===== src/rtl/mux4_sched_pkg.sv =====
// rtl/mux4_sched_pkg.sv - shared types and constants for the 4-channel mux select scheduler
package mux4_sched_pkg;

    localparam int NUM_CH      = 4;
    localparam int SEL_W       = 2;
    localparam int DWELL_W_DEF = 8;

    typedef enum logic {
        ST_IDLE = 1'b0,
        ST_HOLD = 1'b1
    } sched_state_e;

    function automatic logic [NUM_CH-1:0] sel_to_onehot(input logic [SEL_W-1:0] sel);
        logic [NUM_CH-1:0] oh;
        oh      = '0;
        oh[sel] = 1'b1;
        return oh;
    endfunction

endpackage


===== src/rtl/rr_next_pick.sv =====
// rtl/rr_next_pick.sv - round-robin next-channel search after ptr
// MUX4_SCHED_SKIP_IDLE_EN: skip channels whose req bit is low; otherwise always ptr+1.
module rr_next_pick
    import mux4_sched_pkg::*;
(
    input  logic [SEL_W-1:0]  ptr_i,
    input  logic [NUM_CH-1:0] req_i,
    output logic [SEL_W-1:0]  pick_o,
    output logic              found_o
);

`ifdef MUX4_SCHED_SKIP_IDLE_EN
    logic [SEL_W-1:0] cand;

    // Search order ptr+1, ptr+2, ptr+3, ptr; the current channel is the last resort.
    always_comb begin
        pick_o  = ptr_i;
        found_o = 1'b0;
        cand    = ptr_i;
        for (int k = 1; k <= NUM_CH; k++) begin
            cand = ptr_i + k[SEL_W-1:0];
            if (!found_o && req_i[cand]) begin
                pick_o  = cand;
                found_o = 1'b1;
            end
        end
    end
`else
    logic unused_req;

    assign unused_req = ^req_i;
    assign pick_o     = ptr_i + 1'b1;
    assign found_o    = 1'b1;
`endif

endmodule


===== src/rtl/mux4_sel_scheduler.sv =====
// rtl/mux4_sel_scheduler.sv - round-robin select driver for a 4:1 mux with dwell and ack handshake
// MUX4_SCHED_SKIP_IDLE_EN: channels without a pending request are skipped.
module mux4_sel_scheduler
    import mux4_sched_pkg::*;
#(
    parameter int DWELL_W = DWELL_W_DEF
) (
    input  logic               clk_i,
    input  logic               rst_i,
    input  logic               en_i,
    input  logic [NUM_CH-1:0]  req_i,
    input  logic [DWELL_W-1:0] dwell_i,
    input  logic               ack_i,
    output logic               s1_o,
    output logic               s0_o,
    output logic [NUM_CH-1:0]  grant_o,
    output logic               valid_o,
    output logic               round_done_o
);

    sched_state_e      state_q, state_d;
    logic [SEL_W-1:0]  ptr_q, ptr_d;
    logic [DWELL_W-1:0] cnt_q, cnt_d;
    logic [SEL_W-1:0]  sel_q, sel_d;
    logic [NUM_CH-1:0] grant_q, grant_d;
    logic              round_done_q, round_done_d;

    logic [SEL_W-1:0]  pick;
    logic              found;
    logic              load;

    rr_next_pick u_next_pick (
        .ptr_i   (ptr_q),
        .req_i   (req_i),
        .pick_o  (pick),
        .found_o (found)
    );

    always_ff @(posedge clk_i) begin
        if (rst_i) begin
            state_q      <= ST_IDLE;
            ptr_q        <= SEL_W'(NUM_CH - 1);
            cnt_q        <= '0;
            sel_q        <= '0;
            grant_q      <= '0;
            round_done_q <= 1'b0;
        end else begin
            state_q      <= state_d;
            ptr_q        <= ptr_d;
            cnt_q        <= cnt_d;
            sel_q        <= sel_d;
            grant_q      <= grant_d;
            round_done_q <= round_done_d;
        end
    end

    always_comb begin
        state_d      = state_q;
        ptr_d        = ptr_q;
        cnt_d        = cnt_q;
        sel_d        = sel_q;
        grant_d      = grant_q;
        round_done_d = 1'b0;
        load         = 1'b0;

        case (state_q)
            ST_IDLE: begin
                if (en_i && found) begin
                    load = 1'b1;
                end
            end
            ST_HOLD: begin
                if (cnt_q != '0) begin
                    cnt_d = cnt_q - 1'b1;
                end else if (ack_i) begin
                    // Slot end: chain straight into the next slot, or fall back to idle.
                    if (en_i && found) begin
                        load         = 1'b1;
                        round_done_d = (pick <= ptr_q);
                    end else begin
                        state_d      = ST_IDLE;
                        grant_d      = '0;
                        round_done_d = 1'b1;
                    end
                end
            end
            default: begin
                state_d = ST_IDLE;
            end
        endcase

        if (load) begin
            state_d = ST_HOLD;
            ptr_d   = pick;
            cnt_d   = dwell_i;
            sel_d   = pick;
            grant_d = sel_to_onehot(pick);
        end
    end

    assign s1_o         = sel_q[1];
    assign s0_o         = sel_q[0];
    assign grant_o      = grant_q;
    assign valid_o      = (state_q == ST_HOLD);
    assign round_done_o = round_done_q;

endmodule

===== config.mk =====
export PLATFORM = sky130hd
export DESIGN_NAME = mux4_sel_scheduler
export DESIGN_NICKNAME = d
export VERILOG_FILES = /design/src/rtl/mux4_sched_pkg.sv /design/src/rtl/rr_next_pick.sv /design/src/rtl/mux4_sel_scheduler.sv
export SDC_FILE = /design/constraint.sdc
export NUM_CORES = 1
export LEC_CHECK = 0
export BUFFER_PORTS_ARGS = -buffer_cell sky130_fd_sc_hd__buf_2
export CAP_MARGIN = 10
export CORE_MARGIN = 10
export CORE_UTILIZATION = 33
export CTS_BUF_LIST = sky130_fd_sc_hd__clkbuf_4
export CTS_CLUSTER_DIAMETER = 100
export CTS_CLUSTER_SIZE = 8
export DETAILED_ROUTE_END_ITERATION = 6
export PLACE_DENSITY_LB_ADDON = 0.25
export SKIP_CTS_REPAIR_TIMING = 1
export SLEW_MARGIN = 10
export SYNTH_ARGS = -nofsm -noshare
export SYNTH_HDL_FRONTEND = slang
export SYNTH_SLANG_ARGS = --single-unit

===== constraint.sdc =====
create_clock -name clk_i -period 1.8 [get_ports clk_i]
set_input_delay 0.18 -clock clk_i [delete_from_list [all_inputs] [get_ports clk_i]]
set_output_delay 0.18 -clock clk_i [all_outputs]
set_load 0.03 [all_outputs]

==> results.json, run 1 <==
{
  "status": "finished clean",
  "wirelength_met1_um": 1180,
  "p_leak_nw": 0.496,
  "dp_slack_ns": 0.0633,
  "cts.clk_slew.worst_paths_ns": 0.11,
  "portBuffers": 19,
  "synthMuxAreaShare_pct": 1.01,
  "hold_class": "in -> reg",
  "cp_top_family": "compound AO/OA/AOI/OAI gates",
  "hold_viol_final": 0,
  "dpl.hpwl_um": 1970,
  "power.density_mw_per_mm2": 906,
  "cpPeakStageDelay_ns": 0.54,
  "relSlewSlack_pct": 73.3,
  "rsz0062_at_grt": "false",
  "die_area_mm2": 0.00559,
  "synth.ff_latch_count": 18,
  "dr.pass1.iters": 4,
  "synth_top_family_by_area": "compound AO/OA/AOI/OAI gates",
  "synth-seq-area-share_pct": 36.4,
  "cts_tree": "built",
  "synth-adder-area-share_pct": 6.32,
  "h-tree-depth": 1,
  "tightestPinTransition_ns": 0.390,
  "clock-sinks": 18,
  "cp_num_buf_inv": 0,
  "ir_worst_vdd_v": 0.000362,
  "synth-compound-area-share_pct": 27.6,
  "ios": 24,
  "synth_warnings": 0,
  "yosysTopAreaCellShare_pct": 36.4,
  "core_mm2": 0.00281,
  "netlist_area_um2": 990,
  "drc": 0,
  "grt_first_pass_wirelength_um": 4440,
  "synth_xor_area_share_pct": 0.885,
  "yosys-top-cells-area": "dfxtp_1, ha_1, a32oi_1",
  "vias_per_cell": 5.84,
  "tns_ns": 0,
  "grt_pass1_vias": 949,
  "drt_wl_total_um": 2650,
  "routed.top_layer": "met4",
  "utilization_pct": 42.3,
  "rows": 19,
  "grt-ovfl-total": 0,
  "final_nets": 157,
  "detail-route-antenna-nets": 0,
  "synth_top_area_cell": "dfxtp_1",
  "critPathKind": "reg -> reg",
  "hold_ws_ns": 0.159,
  "first_iter_violations": 58,
  "route.met3.wl_um": 181,
  "antenna_found_initial": 0,
  "start_kind": "flop",
  "via_count": 970,
  "cp.arrival_ns": 1.93,
  "ys_types": 41,
  "setup_violations": 0,
  "cts_buffer_depth": 2,
  "grt_max_degree": 19,
  "synth-simple-area-share_pct": 19.7,
  "setup_ws_ns": 0.108,
  "area_delta_synth_final_pct": 19.8,
  "syn-mean-instance-area_um2": 9.00,
  "skew_ns": 0.00344,
  "worst_path_max_delay_cell": "or4_4",
  "cts_root_buf": "clkbuf_4",
  "dieHeight_um": 74.8,
  "antenna_cells": 0,
  "drv_cap": 0,
  "drive_above_1_share_pct": 31.1,
  "wl_met2_um": 1270,
  "netlist_instances": 110,
  "period_share_pct": 94.0,
  "routedWlPerCell_um": 15.9,
  "grt_use_total_pct": 9.96,
  "maxSlewViolCount": 0,
  "cts_made_buffers": 3,
  "gp_congestion": 0.767,
  "fin_crit_ns": 1.69,
  "fp.dieW_um": 74.8,
  "fmax_mhz": 591,
  "start_util_pct": 35.3,
  "crit_required_ns": 2.03,
  "cp-end-kind": "flop",
  "synth.net_count": 131,
  "path_cells": "or4_4 -> a211o_1 -> o32a_1 -> a21oi_1",
  "clock_latency_ns": 0.29,
  "path_max_fanout": 4
}
## sequential cells by signal, summed over array words and instances, names as in the netlist
signal	cells
grant_o	4
ptr_q	2
valid_o	1
sel_q	2
round_done_o	1
cnt_q	8
## cell usage after synthesis, drive strengths merged
master / instances
ha: 5
xnor2: 1
nor4: 1
nand3b: 2
o221ai: 1
a221oi: 1
nor2b: 1
clkinv: 1
nand2: 3
nand3: 6
nand4: 2
a21boi: 1
a41oi: 1
buf: 5
mux2i: 1
a311oi: 1
or4: 2
o21ai: 8
a21oi: 7
o22ai: 1
nor2: 9
a211o: 1
a2111oi: 1
a21o: 1
nor3: 3
a211oi: 2
o32a: 1
nor3b: 1
a32oi: 5
a31o: 1
or3b: 1
dfxtp: 18
clkbuf: 2
o41ai: 1
a31oi: 4
inv: 7
o2111ai: 1
## final cells by class
| class | count | area [um2] |
|---|---|---|
| Inverter | 8 | 30.0 |
| Sequential cell | 18 | 360 |
| Clock buffer | 3 | 22.5 |
| Timing Repair Buffer | 28 | 163 |
| Tap cell | 31 | 38.8 |
| Clock inverter | 1 | 3.75 |
| Multi-Input combinational cell | 77 | 568 |
| Fill cell | 307 | 1620 |
## logic make-up (layout without fill, tap and decap cells)
kind of cell / Yosys count / in the layout
xor gates and xnor gates: 1 / 1
buffers and inverters: 15 / 40
DFF: 18 / 18
adders and majority gates: 5 / 5
AOI/OAI and AO/OA: 39 / 39
and+or+nand+nor: 31 / 31
muxes: 1 / 1
## layer usage
layer  vias to the layer above  global-route usage [%]
met5                         -                       0
met4                         0                    2.94
met3                         2                    3.94
met2                        25                    15.9
li1                        470                       -
met1                       473                    12.0
## worst paths after layout
| check | startpoint | end | slack [ns] | depth (start not counted) |
|---|---|---|---|---|
| worst min register to register | sel_q[1]$_SDFFE_PP0P_ | sel_q[1]$_SDFFE_PP0P_ | 0.49 | 2 |
| worst max register to register | cnt_q[1]$_SDFFE_PP0P_ | cnt_q[5]$_SDFFE_PP0P_ | 0.11 | 4 |
| worst min-delay path | dwell_i[4] | cnt_q[4]$_SDFFE_PP0P_ | 0.16 | 3 |
| worst max-delay path | cnt_q[1]$_SDFFE_PP0P_ | cnt_q[5]$_SDFFE_PP0P_ | 0.11 | 4 |
## worst min-delay path: stages
cell and delay, ns:
buf_2 0.09, nand3_1 0.07, a21oi_1 0.06
## power breakdown
group | leakage, nW | switching [mW] | internal, mW
Clock | 0.0154 | 0.131 | 0.0806
Sequential | 0.148 | 0.0410 | 0.436
Combinational | 0.333 | 0.210 | 0.177
## stage by stage
stage | cell area, um2 | instances | total power, mW
after floorplan | 990 | 110 | 0.732
after global routing | 1190 | 166 | 1.15
after detailed placement | 1140 | 162 | 0.845
final | 1190 | 166 | 1.08
after global placement | 1140 | 162 | 0.836
after CTS | 1170 | 166 | 1.06
## cells in the final DEF, fill, tap and decap left out, drive strengths merged, types with 2 or more instances in the layout
master / n
nand3b: 2
nand2: 3
nor2: 9
nand4: 2
a32oi: 5
a21oi: 7
clkinv: 2
nor3: 3
or4: 2
o21ai: 8
inv: 7
buf: 28
clkbuf: 3
a31oi: 4
nand3: 6
dfxtp: 18
ha: 5
a211oi: 2
No activity file was read; power rests on OpenSTA's default activity.
==> run 2: changes to the inputs <==
--- a/config.mk
+++ b/config.mk
@@ -18,4 +18,5 @@
 export SLEW_MARGIN = 10
 export SYNTH_ARGS = -nofsm -noshare
 export SYNTH_HDL_FRONTEND = slang
+export SYNTH_HIERARCHICAL = 1
 export SYNTH_SLANG_ARGS = --single-unit
==> results.json, run 2 <==
{
  "status": "finished clean",
  "cts.clk_slew.worst_paths_ns": 0.11,
  "whs_path_depth": 3,
  "ys_async_sr_fraction_pct": 0,
  "rows": 20,
  "via_count": 1041,
  "maxSlewViolCount": 0,
  "antenna_cells": 0,
  "clock-sinks": 18,
  "grt-ovfl-total": 0,
  "vias_per_cell": 5.21,
  "portBuffers": 19,
  "cts_buffer_depth": 2,
  "dr.pass1.iters": 4,
  "fmax_mhz": 571,
  "cts_root_buf": "clkbuf_4",
  "timing.rr.start": "cnt_q[0]$_SDFFE_PP0P_",
  "drt_wl_total_um": 2940,
  "drc": 0,
  "grt_pass1_vias": 1057,
  "cp-end-kind": "flop",
  "netlist_area_mm2": 0.00107,
  "total_power_mw": 1.18,
  "largest_reg_flops": 8,
  "synth_top_area_cell": "dfxtp_1",
  "worst_path_max_delay_cell": "dfxtp_2",
  "placed_area_mm2": 0.00127,
  "ys_types": 47,
  "clock_latency_ns": 0.29,
  "crit_required_ns": 1.98,
  "cts_made_buffers": 3,
  "area_delta_synth_final_pct": 27.1,
  "hold_class": "in -> reg",
  "syn-mean-instance-area_um2": 8.58,
  "synth_warnings": 6,
  "detail-route-antenna-nets": 0,
  "ios": 24,
  "cp_num_buf_inv": 3,
  "gp_congestion": 0.897,
  "place_inst": 193,
  "dpl.hpwl_um": 2120,
  "yosys-top-cells-area": "dfxtp_1, a21oi_1, ha_1",
  "cpPeakStageDelay_ns": 0.34,
  "setup_ws_ns": 0.0496,
  "start_kind": "flop",
  "fin_crit_ns": 1.75,
  "r2r_slack_ns": 0.05,
  "rsz0062_at_grt": "true",
  "synth_ff_type": "dfxtp_1",
  "utilization_pct": 44.3,
  "drv_cap": 0,
  "worstReg2RegEnd": "cnt_q[6]$_SDFFE_PP0P_",
  "ir_worst_vdd_v": 0.000354,
  "synth.most_common_cell": "dfxtp_1",
  "grt_use_total_pct": 9.71,
  "cp.arrival_ns": 1.93,
  "final_common_cell": "buf_2",
  "path_max_fanout": 3,
  "skew_ns": 0.00232,
  "first_iter_violations": 48,
  "synth-seq-area-share_pct": 33.6,
  "fp.dieW_um": 77,
  "synth_enable_flop_cells": 0,
  "power.density_mw_per_mm2": 863,
  "path_cells": "inv_2 -> ha_4 -> nand3b_1 -> buf_4 -> buf_4 -> o32ai_1 -> a21oi_1 -> o211ai_1 -> o31ai_1",
  "cp_top_family": "compound AO/OA/AOI/OAI gates",
  "drive_above_1_share_pct": 37.8,
  "grt_first_pass_wirelength_um": 4840,
  "die_area_mm2": 0.00593,
  "crit_path_frequent_cell": "buf_4",
  "period_share_pct": 97.2,
  "synth.net_count": 145,
  "h-tree-depth": 1,
  "final_cell_mix": "buf_2, dfxtp_1, buf_4",
  "cts_tree": "built",
  "routedWlPerCell_um": 14.7,
  "start_util_pct": 34.8,
  "critPathKind": "reg -> reg",
  "core_mm2": 0.00308,
  "yosysTopAreaCellShare_pct": 33.6,
  "stdcell_area_mm2": 0.00136,
  "synth.ff_latch_count": 18,
  "final_nets": 177,
  "hold_viol_final": 0,
  "r2r_cells": 9,
  "p_leak_nw": 0.583,
  "netlist_instances": 125,
  "regMostFlops": "cnt_q",
  "hp-start": "dwell_i[5]",
  "layoutNonFillerInstCount": 200,
  "grt_max_degree": 18,
  "antenna_found_initial": 0,
  "worst-path-stages": 9,
  "cp-startpoint": "cnt_q[0]$_SDFFE_PP0P_",
  "dieHeight_um": 77,
  "crit_end": "cnt_q[6]$_SDFFE_PP0P_",
  "setup_violations": 0,
  "dp_slack_ns": -0.00293,
  "synth_commonest_cells": "dfxtp_1, a21oi_1, inv_1, nor2_1, nand2_1"
}
run 2: cells by family after synthesis:
logic type                 synth area share [%]
other                                     0.350
xor gates and xnor gates                  0.817
DFF                                        33.6
muxes                                     0.934
buffers and inverters                      7.24
and+or+nand+nor                            21.9
AOI/OAI and AO/OA                          30.5
adders and majority gates                  4.67
run 2: worst min path at each step:
stage | endpoint | slack [ns]
2_1_floorplan | cnt_q[5]$_SDFFE_PP0P_ | 0.31
6_report | cnt_q[5]$_SDFFE_PP0P_ | 0.11
5_1_grt | cnt_q[5]$_SDFFE_PP0P_ | 0.11
3_5_place_dp | cnt_q[5]$_SDFFE_PP0P_ | 0.42
4_1_cts | cnt_q[5]$_SDFFE_PP0P_ | 0.10
3_3_place_gp | cnt_q[5]$_SDFFE_PP0P_ | 0.40
run 2: final cells by class:
type	count	area, um2
Timing Repair Buffer	32	196
Inverter	11	41.3
Sequential cell	18	363
Clock buffer	3	22.5
Tap cell	44	55.1
Multi-Input combinational cell	91	681
Clock inverter	1	3.75
Fill cell	316	1720
run 2: through the flow:
stage / hold slack [ns] / TNS (ns)
final: 0.107 / 0
after global routing: 0.108 / -0.0404
after CTS: 0.101 / -0.0412
after detailed placement: 0.416 / -0.00293
after global placement: 0.404 / 0
after floorplan: 0.312 / 0
run 2: metal layers:
metal | GRT usage [%] | share of wire [%] | vias to the layer above
met2 | 15.9 | 48 | 23
met5 | 0 | 0 | -
li1 | - | - | 524
met3 | 2.80 | 5.1 | 2
met1 | 11.6 | 46 | 492
met4 | 4.01 | 0.71 | 0
run 2: worst min-delay path: stages:
cell	delay, ns
buf_2	0.08
nand3_1	0.05
o31ai_1	0.06
run 2: report_power, final:
part           internal (mW)  switching, mW  leakage [nW]
Sequential             0.440         0.0307         0.148
Clock                 0.0807          0.130        0.0154
Combinational          0.212          0.282         0.419
==> run 3: changes to the inputs <==
--- a/config.mk
+++ b/config.mk
@@ -5,7 +5,8 @@
 export SDC_FILE = /design/constraint.sdc
 export NUM_CORES = 1
 export LEC_CHECK = 0
-export BUFFER_PORTS_ARGS = -buffer_cell sky130_fd_sc_hd__buf_2
+export ABC_AREA = 1
+export BUFFER_PORTS_ARGS = -buffer_cell sky130_fd_sc_hd__clkbuf_2
 export CAP_MARGIN = 10
 export CORE_MARGIN = 10
 export CORE_UTILIZATION = 33
==> results.json, run 3 <==
{
  "synth.net_count": 195,
  "yosys-top-cells-area": "dfxtp_1, nand2_1, nand3_1",
  "dieHeight_um": 78.5,
  "wl_met2_um": 1120,
  "drive_above_1_share_pct": 17.4,
  "yosysTopAreaCellShare_pct": 31.9,
  "routed.top_layer": "met4",
  "ios": 24,
  "core_mm2": 0.00331,
  "maxSlewViolCount": 0,
  "cp.arrival_ns": 1.75,
  "hold_viol_final": 0,
  "clock-sinks": 18,
  "final_nets": 216,
  "detail-route-antenna-nets": 0,
  "fp.dieW_um": 78.5,
  "ir_worst_vdd_v": 0.000334,
  "skew_ns": 0.00226,
  "grt-ovfl-total": 0,
  "wirelength_met1_um": 1240,
  "vias_per_cell": 4.31,
  "fmax_mhz": 649,
  "hold_class": "in -> reg",
  "synth.ff_latch_count": 18,
  "gp_congestion": 0.746,
  "cp-end-kind": "flop",
  "first_iter_violations": 38,
  "utilization_pct": 38.6,
  "cts_made_buffers": 3,
  "status": "finished clean",
  "start_kind": "flop",
  "netlist_instances": 175,
  "synth.most_common_cell": "nand2_1",
  "grt_pass1_vias": 1040,
  "tns_ns": 0,
  "dr.pass1.iters": 4,
  "h-tree-depth": 1,
  "route.met3.wl_um": 107,
  "grt_first_pass_wirelength_um": 4620,
  "synth_warnings": 6,
  "via_count": 1039,
  "cpPeakStageDelay_ns": 0.33,
  "dpl.hpwl_um": 1890,
  "ys_async_sr_fraction_pct": 0,
  "path_cells": "inv_1 -> ha_1 -> nand2_1 -> nor2_8 -> nand3_1 -> nand2_2 -> a21oi_1 -> nand2_1 -> inv_1",
  "drc": 0,
  "start_util_pct": 34.1,
  "regMostFlops": "cnt_q",
  "worst_path_max_delay_cell": "dfxtp_1",
  "cp_num_buf_inv": 2,
  "clock_latency_ns": 0.29,
  "fillCellCount": 407,
  "synth_top_area_cell": "dfxtp_1",
  "ys_types": 26,
  "syn-mean-instance-area_um2": 6.46,
  "period_share_pct": 85.6,
  "cts_buffer_depth": 2,
  "cp_top_family": "simple AND/OR/NAND/NOR gates",
  "fin_crit_ns": 1.54,
  "rsz0062_at_grt": "false",
  "rows": 21,
  "antenna_cells": 0,
  "synth-seq-area-share_pct": 31.9,
  "setup_violations": 0,
  "drt_wl_total_um": 2480,
  "hold_ws_ns": 0.116,
  "final_cell_mix": "nand2_1, inv_1, clkbuf_2",
  "largest_reg_flops": 8,
  "grt_use_total_pct": 8.89,
  "netlist_area_mm2": 0.00113,
  "area_delta_synth_final_pct": 13.2,
  "grt_max_degree": 17,
  "p_leak_nw": 0.704,
  "die_area_mm2": 0.00616,
  "cts.clk_slew.worst_paths_ns": 0.10,
  "synth_ff_type": "dfxtp_1",
  "synth_enable_flop_cells": 0,
  "drv_cap": 0,
  "power.density_mw_per_mm2": 862,
  "critPathKind": "reg -> reg",
  "final_common_cell": "nand2_1",
  "path_max_fanout": 16,
  "synth_commonest_cells": "nand2_1, inv_1, dfxtp_1, nand3_1, nor2_1",
  "portBuffers": 19,
  "routedWlPerCell_um": 10.3,
  "cts_tree": "built",
  "cts_root_buf": "clkbuf_4",
  "antenna_found_initial": 0,
  "crit_required_ns": 2.01
}
==> run 3: cell count changes after synthesis, moves of 4 or more <==
| cell | change |
|---|---|
| inv_1 | +10 |
| nor2_1 | +7 |
| nand2_1 | +55 |
| nand3_1 | +14 |
| o31ai_1 | -4 |
| o21ai_0 | -5 |
==> run 3: final timing paths <==
check / slack [ns] / end / cells past startpoint / start
worst max-delay path: 0.26 / cnt_q[7]$_SDFFE_PP0P_ / 9 / cnt_q[1]$_SDFFE_PP0P_
worst min-delay path: 0.12 / valid_o$_SDFF_PP0_ / 2 / ack_i
worst max register to register: 0.26 / cnt_q[7]$_SDFFE_PP0P_ / 9 / cnt_q[1]$_SDFFE_PP0P_
worst min register to register: 0.47 / sel_q[0]$_SDFFE_PP0P_ / 2 / sel_q[0]$_SDFFE_PP0P_
==> run 3: final cells by class <==
| cell class | count | area (um2) | share of cell area [%] |
|---|---|---|---|
| Clock buffer | 3 | 22.5 | 1.76 |
| Clock inverter | 1 | 3.75 | 0.294 |
| Inverter | 23 | 86.3 | 6.75 |
| Multi-Input combinational cell | 130 | 646 | 50.5 |
| Sequential cell | 18 | 360 | 28.2 |
| Tap cell | 46 | 57.6 | 4.50 |
| Timing Repair Buffer | 20 | 103 | 8.02 |
==> run 3: kinds of logic (layout without fill, tap and decap cells) <==
logic type,after synthesis,after routing,synth area share (%)
adder cells (fa/ha/maj),4,4,4.43
XOR/XNOR,1,1,0.775
buffers and inverters,27,47,11.0
flip-flops,18,18,31.9
AND/OR/NAND/NOR,111,111,44.8
AO/OA/AOI/OAI,13,13,6.76
other,1,1,0.332
==> run 3: stage by stage <==
stage          area [um2]  setup slack [ns]  total power, mW  std cells
2_1_floorplan        1130             0.348            0.834        175
3_3_place_gp         1250             0.280            0.907        237
3_5_place_dp         1250             0.263            0.907        237
4_1_cts              1280             0.237             1.12        241
5_1_grt              1280            0.0914             1.22        241
6_report             1280             0.258             1.10        241
==> run 3: power by group <==
| group | total, mW | internal, mW | switching (mW) |
|---|---|---|---|
| Sequential | 0.471 | 0.437 | 0.0340 |
| Clock | 0.209 | 0.0807 | 0.129 |
| Combinational | 0.422 | 0.157 | 0.264 |
==> run 3: metal layers <==
layer  vias up  track usage, %
met3         2            3.53
met1       436            11.2
met5         -               0
met4         0            1.61
met2        15            14.1
li1        586               -
